### src/rtl/adder_pkg.sv
// Shared definitions for the adder datapath and its downstream accumulator.
package adder_pkg;

  // Width of the registered 2-bit adder's sum output (0..7).
  localparam int unsigned SUM_W = 3;

  // Accumulator control states: collecting samples, or holding a finished group.
  typedef enum logic [0:0] {
    ACC,
    DONE
  } acc_state_t;

endpackage

### src/rtl/sat_add.sv
// Combinational unsigned saturating adder: a + b clamped to all-ones of width A_W.
module sat_add #(
  parameter int unsigned A_W = 8,
  parameter int unsigned B_W = 3
) (
  input  logic [A_W-1:0] a,
  input  logic [B_W-1:0] b,
  output logic [A_W-1:0] sum,
  output logic           sat
);

  logic [A_W:0] full;

  // One extra bit catches the carry; it is the saturate indication.
  always_comb begin
    full = {1'b0, a} + {{(A_W + 1 - B_W){1'b0}}, b};
    sat  = full[A_W];
    sum  = sat ? {A_W{1'b1}} : full[A_W-1:0];
  end

endmodule

### src/rtl/sum_accumulator.sv
// Groups COUNT adder sums into a saturating total, delivered on a valid/ready port.
module sum_accumulator
  import adder_pkg::*;
#(
  parameter int unsigned COUNT = 4,
  parameter int unsigned OUT_W = 8
) (
  input  logic             clk,
  input  logic             reset,
  input  logic             clear,
  input  logic             in_valid,
  output logic             in_ready,
  input  logic [SUM_W-1:0] s_in,
  output logic             out_valid,
  input  logic             out_ready,
  output logic [OUT_W-1:0] total,
  output logic             overflow
);

  localparam int unsigned CNT_W = $clog2(COUNT + 1);
  localparam logic [CNT_W-1:0] CNT_LAST = CNT_W'(COUNT);

  acc_state_t       state_q, state_d;
  logic [OUT_W-1:0] acc_q, acc_d;
  logic [CNT_W-1:0] cnt_q, cnt_d;
  logic             flag_q, flag_d;
  logic [OUT_W-1:0] total_q, total_d;
  logic             overflow_q, overflow_d;

  logic             accept;
  logic             last;
  logic [CNT_W-1:0] cnt_inc;
  logic [OUT_W-1:0] sum;
  logic             sat;

  assign in_ready  = (state_q == ACC) | ((state_q == DONE) & out_ready);
  assign accept    = in_valid & in_ready;
  assign cnt_inc   = cnt_q + 1'b1;
  assign last      = (cnt_inc == CNT_LAST);
  assign out_valid = (state_q == DONE);
  assign total     = total_q;
  assign overflow  = overflow_q;

  sat_add #(
    .A_W(OUT_W),
    .B_W(SUM_W)
  ) u_sat_add (
    .a  (acc_q),
    .b  (s_in),
    .sum(sum),
    .sat(sat)
  );

  // Next-state: accumulate accepted samples, complete a group, release on handshake.
  always_comb begin
    state_d    = state_q;
    acc_d      = acc_q;
    cnt_d      = cnt_q;
    flag_d     = flag_q;
    total_d    = total_q;
    overflow_d = overflow_q;

    if ((state_q == DONE) && out_ready) begin
      state_d = ACC;
    end

    // acc/cnt are already zero while in DONE, so a sample accepted on the
    // handshake cycle naturally starts the next group.
    if (clear) begin
      acc_d  = '0;
      cnt_d  = '0;
      flag_d = 1'b0;
    end else if (accept) begin
      if (last) begin
        total_d    = sum;
        overflow_d = flag_q | sat;
        state_d    = DONE;
        acc_d      = '0;
        cnt_d      = '0;
        flag_d     = 1'b0;
      end else begin
        acc_d  = sum;
        cnt_d  = cnt_inc;
        flag_d = flag_q | sat;
      end
    end
  end

  // State and output registers, cleared asynchronously.
  always_ff @(posedge clk or posedge reset) begin
    if (reset) begin
      state_q    <= ACC;
      acc_q      <= '0;
      cnt_q      <= '0;
      flag_q     <= 1'b0;
      total_q    <= '0;
      overflow_q <= 1'b0;
    end else begin
      state_q    <= state_d;
      acc_q      <= acc_d;
      cnt_q      <= cnt_d;
      flag_q     <= flag_d;
      total_q    <= total_d;
      overflow_q <= overflow_d;
    end
  end

endmodule

### config.mk
export PLATFORM = sky130hd
export DESIGN_NAME = sum_accumulator
export DESIGN_NICKNAME = d
export VERILOG_FILES = /design/src/rtl/adder_pkg.sv /design/src/rtl/sat_add.sv /design/src/rtl/sum_accumulator.sv
export SDC_FILE = /design/constraint.sdc
export NUM_CORES = 1
export LEC_CHECK = 0
export BUFFER_PORTS_ARGS = -buffer_cell sky130_fd_sc_hd__buf_2
export CAP_MARGIN = 10
export CORE_MARGIN = 2
export CORE_UTILIZATION = 35
export CTS_CLUSTER_DIAMETER = 60
export CTS_CLUSTER_SIZE = 10
export DETAILED_ROUTE_END_ITERATION = 12
export PLACE_DENSITY_LB_ADDON = 0.2
export RECOVER_POWER = 100
export SYNTH_ARGS = -nofsm -noshare
export SYNTH_HDL_FRONTEND = slang
export SYNTH_HIERARCHICAL = 1
export SYNTH_SLANG_ARGS = --single-unit
### constraint.sdc
create_clock -name clk -period 4.3 [get_ports clk]
set_input_delay 0.86 -clock clk [delete_from_list [all_inputs] [get_ports clk]]
set_output_delay 0.86 -clock clk [all_outputs]
set_load 0.1 [all_outputs]
==> reports/results.txt, run 1 <==
Status -> finished, final reports clean
Leak -> 0.610 nW
Final setup vio count -> 0
Vias per cell -> 5.39
Total power draw -> 0.468 mW
Most frequent cell on the critical path -> buf_2
Placed Cells -> 178
Register area share after synthesis -> 42.9%
Cell Area, Placed -> 1400 sq um
Post-route setup TNS -> 0 ps
CP max-delay cell -> nor2b_1
WP buf/inv -> 3
CP top delay family -> simple AND/OR/NAND/NOR gates
PostCTS Resize Cnt -> 0
Register Area -> 551 sq um
Largest net degree at the start of global routing -> 23
CTS root buf -> clkbuf_8
Die height -> 64.6 microns
Layout cells sized above 1 -> 9.77%
Biggest cell delay along the critical path -> 800 ps
Core area -> 3610 sq um
GR Util All Layers -> 14.6%
Layout area overhead -> 7.02%
Critical Path Sink Type -> output pin
Multi-input logic area -> 617 sq um
Cts bufs inserted -> 3
Setup Buffers After CTS -> 0
Slew @ Worst Pin -> 1170 ps
Post-detailed-route count of antenna-violating nets -> 0
1st-pass router iterations -> 4
Routed vias -> 976
RSZ-0062 raised after global routing -> no
Worst setup SP type -> primary input
Clock buffer depth -> 2
Post-placement worst setup slack -> 1650 ps
# H-tree levels -> 1
Antenna diodes -> 0
Post-Syn Nets -> 134
PwrDens -> 341 nW/um^2
Clock Latency Late Sink -> 260 ps
Crit share post-route -> 74.9%
Clock slew at reported path FFs -> 70 ps
Die X -> 64.6 microns
Final WL -> 2760 microns
Critical path required time -> 3440 ps
Finished Core Util -> 38.1%
Relative slew slack -> 22.6%
Critical path fanouts, max -> 15
YS warnings -> 6
Vias in the first global route -> 945
Hold-fix buffers at CTS -> 0
Clock skew -> 1.89 ps
Antenna violations before repair -> 0
Clock Sinks -> 22
Worst path arrival time -> 2360 ps
Worst hold slack -> 489 ps
CP Depth -> 4
Mapped Cells -> 119
PnR worst setup slack -> 1080 ps
I/O Pins -> 19
Initial Utilization -> 35.6%
Post-DP HPWL -> 1800 microns
Row count -> 22
Global route total overflow -> 0
Final hold violation count -> 0
Drt drc -> 0
GP Congestion -> 0.770
Final layout net count -> 150
Post-route insts no fill -> 181
FMAX -> 311 MHz
Hold path cells -> 1
Crit path time final -> 3220 ps
Iteration-0 DRC Markers -> 43
Post-synthesis register bit count -> 22
Global-route wire length before repair -> 4660 microns
Max cap viols -> 0
Hold Crit Class -> reg2reg
Synth unique cells -> 34
Die ar. -> 4170 sq um
Final instance area -> 1370 sq um
Commonest non-fill, non-tap cell in the layout -> dfrtp_1
Fin. max-slew vios -> 0
Layout fillers -> 382
I/O Buffers -> 18
Mapped cell area -> 1280 sq um
Most frequent cells in the layout -> dfrtp_1 (22), a21oi_1 (15), o21ai_0 (13), mux2_1 (11), clkbuf_1 (11)
Max VDD drop -> 0.200 mV
Syn_area_per_cell -> 10.8 sq um
DR WL/cell -> 15.2 microns
Crit Path Category -> in2out
CP cell instances -> buf_2, nor2b_1, inv_4, buf_2
CTS tree -> built
R2R depth -> 4
[registers in the layout, indices dropped and copies added (netlist names)]
| name | flops |
|---|---|
| acc_q | 8 |
| cnt_q | 3 |
| flag_q | 1 |
| out_valid | 1 |
| overflow | 1 |
| total | 8 |
[power by group]
group          switching, mW  internal (mW)  total, mW  leakage, nW
logic                 0.0917         0.0241      0.116        0.290
registers            0.00734          0.219      0.226        0.299
clock network         0.0636         0.0625      0.126       0.0216
[metal layers]
| metal | vias to the layer above | routed length, microns | global-route usage [%] |
|---|---|---|---|
| met2 | 25 | 1280 | 23.6 |
| met4 | 0 | 20 | 3.19 |
| met3 | 2 | 129 | 4.17 |
| li1 | 459 | - | - |
| met5 | - | 0 | 0 |
| met1 | 490 | 1330 | 19.6 |
[cell type report]
| type | count | area share [%] |
|---|---|---|
| flip-flops and latches | 22 | 40.1 |
| repair buffers | 18 | 5.56 |
| inverters | 7 | 2.09 |
| well taps | 48 | 4.37 |
| clock buffers | 3 | 3.01 |
| multi-input cells | 83 | 44.9 |
[synthesized netlist by cell type, drive strengths merged]
master	n	share of area [%]
dfrtp	22	43
a21oi	15	6.1
o21ai	14	5.8
mux2	11	12
nand4b	10	7.3
inv	7	2.2
ha	6	5.8
clkbuf	5	1.5
nand2	5	1.5
nand3	4	1.9
a21boi	2	1.2
buf	2	1.3
nand2b	2	0.97
nor2b	2	1.6
or3	2	1.4
a311oi	1	0.68
a31oi	1	0.49
and3b	1	0.68
fa	1	1.6
mux2i	1	0.78
nand4	1	0.49
nor2	1	0.29
nor3	1	0.39
o21bai	1	0.59
xnor2	1	0.68
[worst paths after layout]
path	slack, ps	start	to
max in group asynchronous	3020	reset	overflow$_DFFE_PP0P_
worst max-delay path	1080	out_ready	in_ready
min in group asynchronous	760	reset	cnt_q[2]$_DFFE_PP0P_
worst min-delay path	490	total[1]$_DFFE_PP0P_	total[1]$_DFFE_PP0P_
worst min register to register	490	total[1]$_DFFE_PP0P_	total[1]$_DFFE_PP0P_
worst max register to register	1840	out_valid$_DFF_PP0_	total[7]$_DFFE_PP0P_
[worst reg2reg max path: cells and delay by family, from the launching register on]
kind	cells	cell delay, ps
and+or+nand+nor	2	1390
buffers and inverters	1	230
muxes	1	380
DFF	1	340
[cell families after synthesis]
kind of cell               synth area share (%)
xor gates and xnor gates                  0.682
DFF                                        42.9
AOI/OAI and AO/OA                          14.8
buffers and inverters                      4.97
adders and majority gates                  7.41
muxes                                      12.8
and+or+nand+nor                            16.5
Power figures use the tool's default switching activity.
==> run 2: changes to the inputs <==
Clock period 4.3 ns to 3.2 ns, I/O delays scaled along.
==> reports/results.txt, run 2 (synthesized netlist as in run 1, its figures left out) <==
Iteration-0 DRC Markers -> 21
Max VDD drop -> 0.189 mV
Core area -> 3610 sq um
Clock slew at reported path FFs -> 80 ps
Worst path arrival time -> 2480 ps
Die ar. -> 4170 sq um
Most frequent cell on the critical path -> mux2_1
Cts bufs inserted -> 3
Hold-fix buffers at CTS -> 0
Die X -> 64.6 microns
Clock Latency Late Sink -> 260 ps
Row count -> 22
Post-route setup TNS -> 0 ps
CP cell instances -> buf_2, ha_1, fa_1, a21oi_1, o21ai_0, mux2_1, mux2_1
Die height -> 64.6 microns
PwrDens -> 475 nW/um^2
Global route total overflow -> 0
Global-route wire length before repair -> 4730 microns
Initial Utilization -> 35.6%
Crit Path Category -> in2reg
I/O Buffers -> 18
Clock buffer depth -> 2
Critical Path Sink Type -> flip-flop
Worst setup SP type -> primary input
CP top delay family -> adder cells
RSZ-0062 raised after global routing -> no
Vias in the first global route -> 966
1st-pass router iterations -> 4
CTS root buf -> clkbuf_8
PostCTS Resize Cnt -> 0
Max cap viols -> 0
Leak -> 0.617 nW
WP buf/inv -> 1
Final layout net count -> 150
GR Util All Layers -> 14.8%
FMAX -> 429 MHz
Status -> finished, final reports clean
Multi-input logic area -> 624 sq um
Final setup vio count -> 0
Register Area -> 551 sq um
Post-detailed-route count of antenna-violating nets -> 0
Finished Core Util -> 38.7%
Hold Crit Class -> reg2reg
Fin. max-slew vios -> 0
Clock skew -> 3.73 ps
Slew @ Worst Pin -> 1170 ps
Clock Sinks -> 22
Crit path time final -> 2330 ps
DR WL/cell -> 15.5 microns
Routed vias -> 955
CTS tree -> built
Largest net degree at the start of global routing -> 23
Antenna diodes -> 0
R2R setup slack -> 930 ps
Worst hold start -> total[1]$_DFFE_PP0P_
Drt drc -> 0
Antenna violations before repair -> 0
Crit share post-route -> 72.9%
Commonest non-fill, non-tap cell in the layout -> dfrtp_1
Final WL -> 2820 microns
Layout area overhead -> 8.67%
Setup Buffers After CTS -> 0
Crit path from -> s_in[0]
Most frequent cells in the layout -> dfrtp_1 (22), a21oi_1 (15), o21ai_0 (13), mux2_1 (11), clkbuf_1 (11)
GP Congestion -> 0.773
CP max-delay cell -> fa_1
Reg-to-reg startpoint -> acc_q[0]$_DFFE_PP0P_
Biggest cell delay along the critical path -> 410 ps
Vias per cell -> 5.25
I/O Pins -> 19
Layout cells sized above 1 -> 11.2%
Post-DP HPWL -> 1880 microns
Final hold violation count -> 0
# H-tree levels -> 1
Layout fillers -> 391
Critical path fanouts, max -> 6
Relative slew slack -> 22.3%
Critical path required time -> 3350 ps
## run 2: worst register-to-register path, stage by stage (launching register included)
cell	delay (ps)
dfrtp_1	380
ha_1	230
fa_1	410
a21oi_1	370
o21ai_0	140
mux2_1	320
mux2_1	290
## run 2: layout make-up
cell class              count  share of cell area [%]
multi-input cells          83                    44.8
clock buffers               4                    3.95
inverters                   7                    2.06
repair buffers             18                    5.47
well taps                  48                    4.30
flip-flops and latches     22                    39.5
## run 2: per-layer routing
metal  GRT usage [%]  share of wire (%)
met5               0                  0
met4            5.05                1.9
met3            3.82                2.8
met2            24.0                 47
met1            19.2                 49
## run 2: path summary, 6_finish.rpt
kind,to,depth (start not counted)
worst max-delay path,total[5]$_DFFE_PP0P_,7
worst min-delay path,total[1]$_DFFE_PP0P_,1
worst max register to register,total[5]$_DFFE_PP0P_,6
worst min register to register,total[1]$_DFFE_PP0P_,1
max in group asynchronous,total[7]$_DFFE_PP0P_,2
min in group asynchronous,cnt_q[1]$_DFFE_PP0P_,2
## run 2: power breakdown
part           internal (mW)  switching (mW)
sequential             0.294         0.00987
clock                  0.110          0.0924
combinational         0.0327           0.124
## run 2: metrics by stage
step	setup WS (ps)	hold WS (ps)	cells	total power [mW]	instance area (sq um)
2_1_floorplan	959	507	119	0.448	1280
3_3_place_gp	777	489	178	0.477	1400
3_5_place_dp	763	489	178	0.480	1400
4_1_cts	1020	512	182	0.684	1450
5_1_grt	758	514	182	0.694	1400
6_report	869	489	182	0.663	1400
==> run 3: changes to the inputs <==
Clock period 3.2 ns to 2.4 ns, I/O delays scaled along.
==> reports/results.txt, run 3 (synthesized netlist as in run 1, its figures left out) <==
PwrDens -> 622 nW/um^2
Final setup vio count -> 0
1st-pass router iterations -> 4
Max VDD drop -> 0.331 mV
CTS tree -> built
GP Congestion -> 0.775
I/O Pins -> 19
Final instance area -> 1430 sq um
Critical path required time -> 2550 ps
Antenna violations before repair -> 0
GR Util All Layers -> 15.4%
Antenna diodes -> 0
Final layout net count -> 154
R2R depth -> 6
Crit share post-route -> 90.0%
RSZ-0062 raised after global routing -> no
Drt drc -> 0
Crit path time final -> 2160 ps
Hold path cells -> 1
Cell Area, Placed -> 1430 sq um
Worst path arrival time -> 2310 ps
Final WL -> 2870 microns
Slew @ Worst Pin -> 1190 ps
DR WL/cell -> 15.4 microns
PnR worst setup slack -> 241 ps
Vias per cell -> 5.13
Worst setup SP type -> flip-flop
Initial Utilization -> 35.6%
Critical Path Sink Type -> flip-flop
Post-detailed-route count of antenna-violating nets -> 0
Post-route setup TNS -> 0 ps
Max cap viols -> 0
Core area -> 3610 sq um
FMAX -> 463 MHz
Global route total overflow -> 0
Crit Path Category -> reg2reg
Clock buffer depth -> 2
# H-tree levels -> 1
Row count -> 22
Hold Crit Class -> reg2reg
Total power draw -> 0.886 mW
Status -> finished, final reports clean
Clock Latency Late Sink -> 260 ps
Setup Buffers After CTS -> 0
Layout area overhead -> 11.0%
Vias in the first global route -> 1012
Clock Sinks -> 22
Die X -> 64.6 microns
Hold-fix buffers at CTS -> 0
Post-placement worst setup slack -> 111 ps
Global-route wire length before repair -> 4910 microns
Most frequent cells in the layout -> dfrtp_1 (22), a21oi_1 (14), o21ai_0 (13), clkbuf_1 (12)
Clock slew at reported path FFs -> 80 ps
Layout cells sized above 1 -> 13.8%
Commonest non-fill, non-tap cell in the layout -> dfrtp_1
Largest net degree at the start of global routing -> 23
Post-DP HPWL -> 1920 microns
Iteration-0 DRC Markers -> 18
Final hold violation count -> 0
Leak -> 0.637 nW
Die height -> 64.6 microns
Clock skew -> 0.761 ps
I/O Buffers -> 18
PostCTS Resize Cnt -> 0
Layout fillers -> 395
Relative slew slack -> 20.5%
Routed vias -> 954
Cts bufs inserted -> 3
Critical path fanouts, max -> 6
Die ar. -> 4170 sq um
Fin. max-slew vios -> 0
CTS root buf -> clkbuf_8
run 3: metrics by stage:
step,utilization [%],hold slack [ps],cells
after floorplan,-,469,119
after global placement,39.6,490,182
after detailed placement,39.6,496,182
after CTS,41.2,248,186
after global routing,39.5,522,186
final,39.5,499,186
run 3: area by class of cell:
class / instances / area [sq um] / share of cell area (%)
multi-input cells: 83 / 628 / 44.1
inverters: 7 / 28.8 / 2.02
flip-flops and latches: 22 / 551 / 38.6
clock buffers: 4 / 55.1 / 3.86
repair buffers: 22 / 103 / 7.20
well taps: 48 / 60.1 / 4.21
run 3: worst paths after layout:
path,startpoint,endpoint,slack [ps]
setup / recovery,acc_q[0]$_DFFE_PP0P_,total[7]$_DFFE_PP0P_,240
hold / removal,total[0]$_DFFE_PP0P_,total[0]$_DFFE_PP0P_,500
setup reg to reg,acc_q[0]$_DFFE_PP0P_,total[7]$_DFFE_PP0P_,240
hold reg to reg,total[0]$_DFFE_PP0P_,total[0]$_DFFE_PP0P_,500
max in group asynchronous,reset,total[6]$_DFFE_PP0P_,1110
min in group asynchronous,reset,total[0]$_DFFE_PP0P_,580
run 3: critical path, cell delays in order, from the launching register on:
cell and delay (ps):
dfrtp_1 390, ha_1 230, fa_1 420, a21oi_2 260
o21ai_0 130, mux2_1 320, mux2_1 290
run 3: power breakdown:
group	switching [mW]	internal, mW	leakage [nW]
Clock	0.122	0.146	0.0288
Combinational	0.165	0.0457	0.310
Sequential	0.0147	0.392	0.299
Total	0.302	0.584	0.637
run 3: layer usage:
| metal | up-vias | wire [microns] | share of wire (%) | GRT usage (%) |
|---|---|---|---|---|
| met1 | 471 | 1390 | 48 | 20.3 |
| met3 | 2 | 88 | 3.1 | 4.34 |
| met5 | - | 0 | 0 | 0 |
| li1 | 468 | - | - | - |
| met4 | 0 | 21 | 0.73 | 3.46 |
| met2 | 13 | 1370 | 48 | 25.0 |
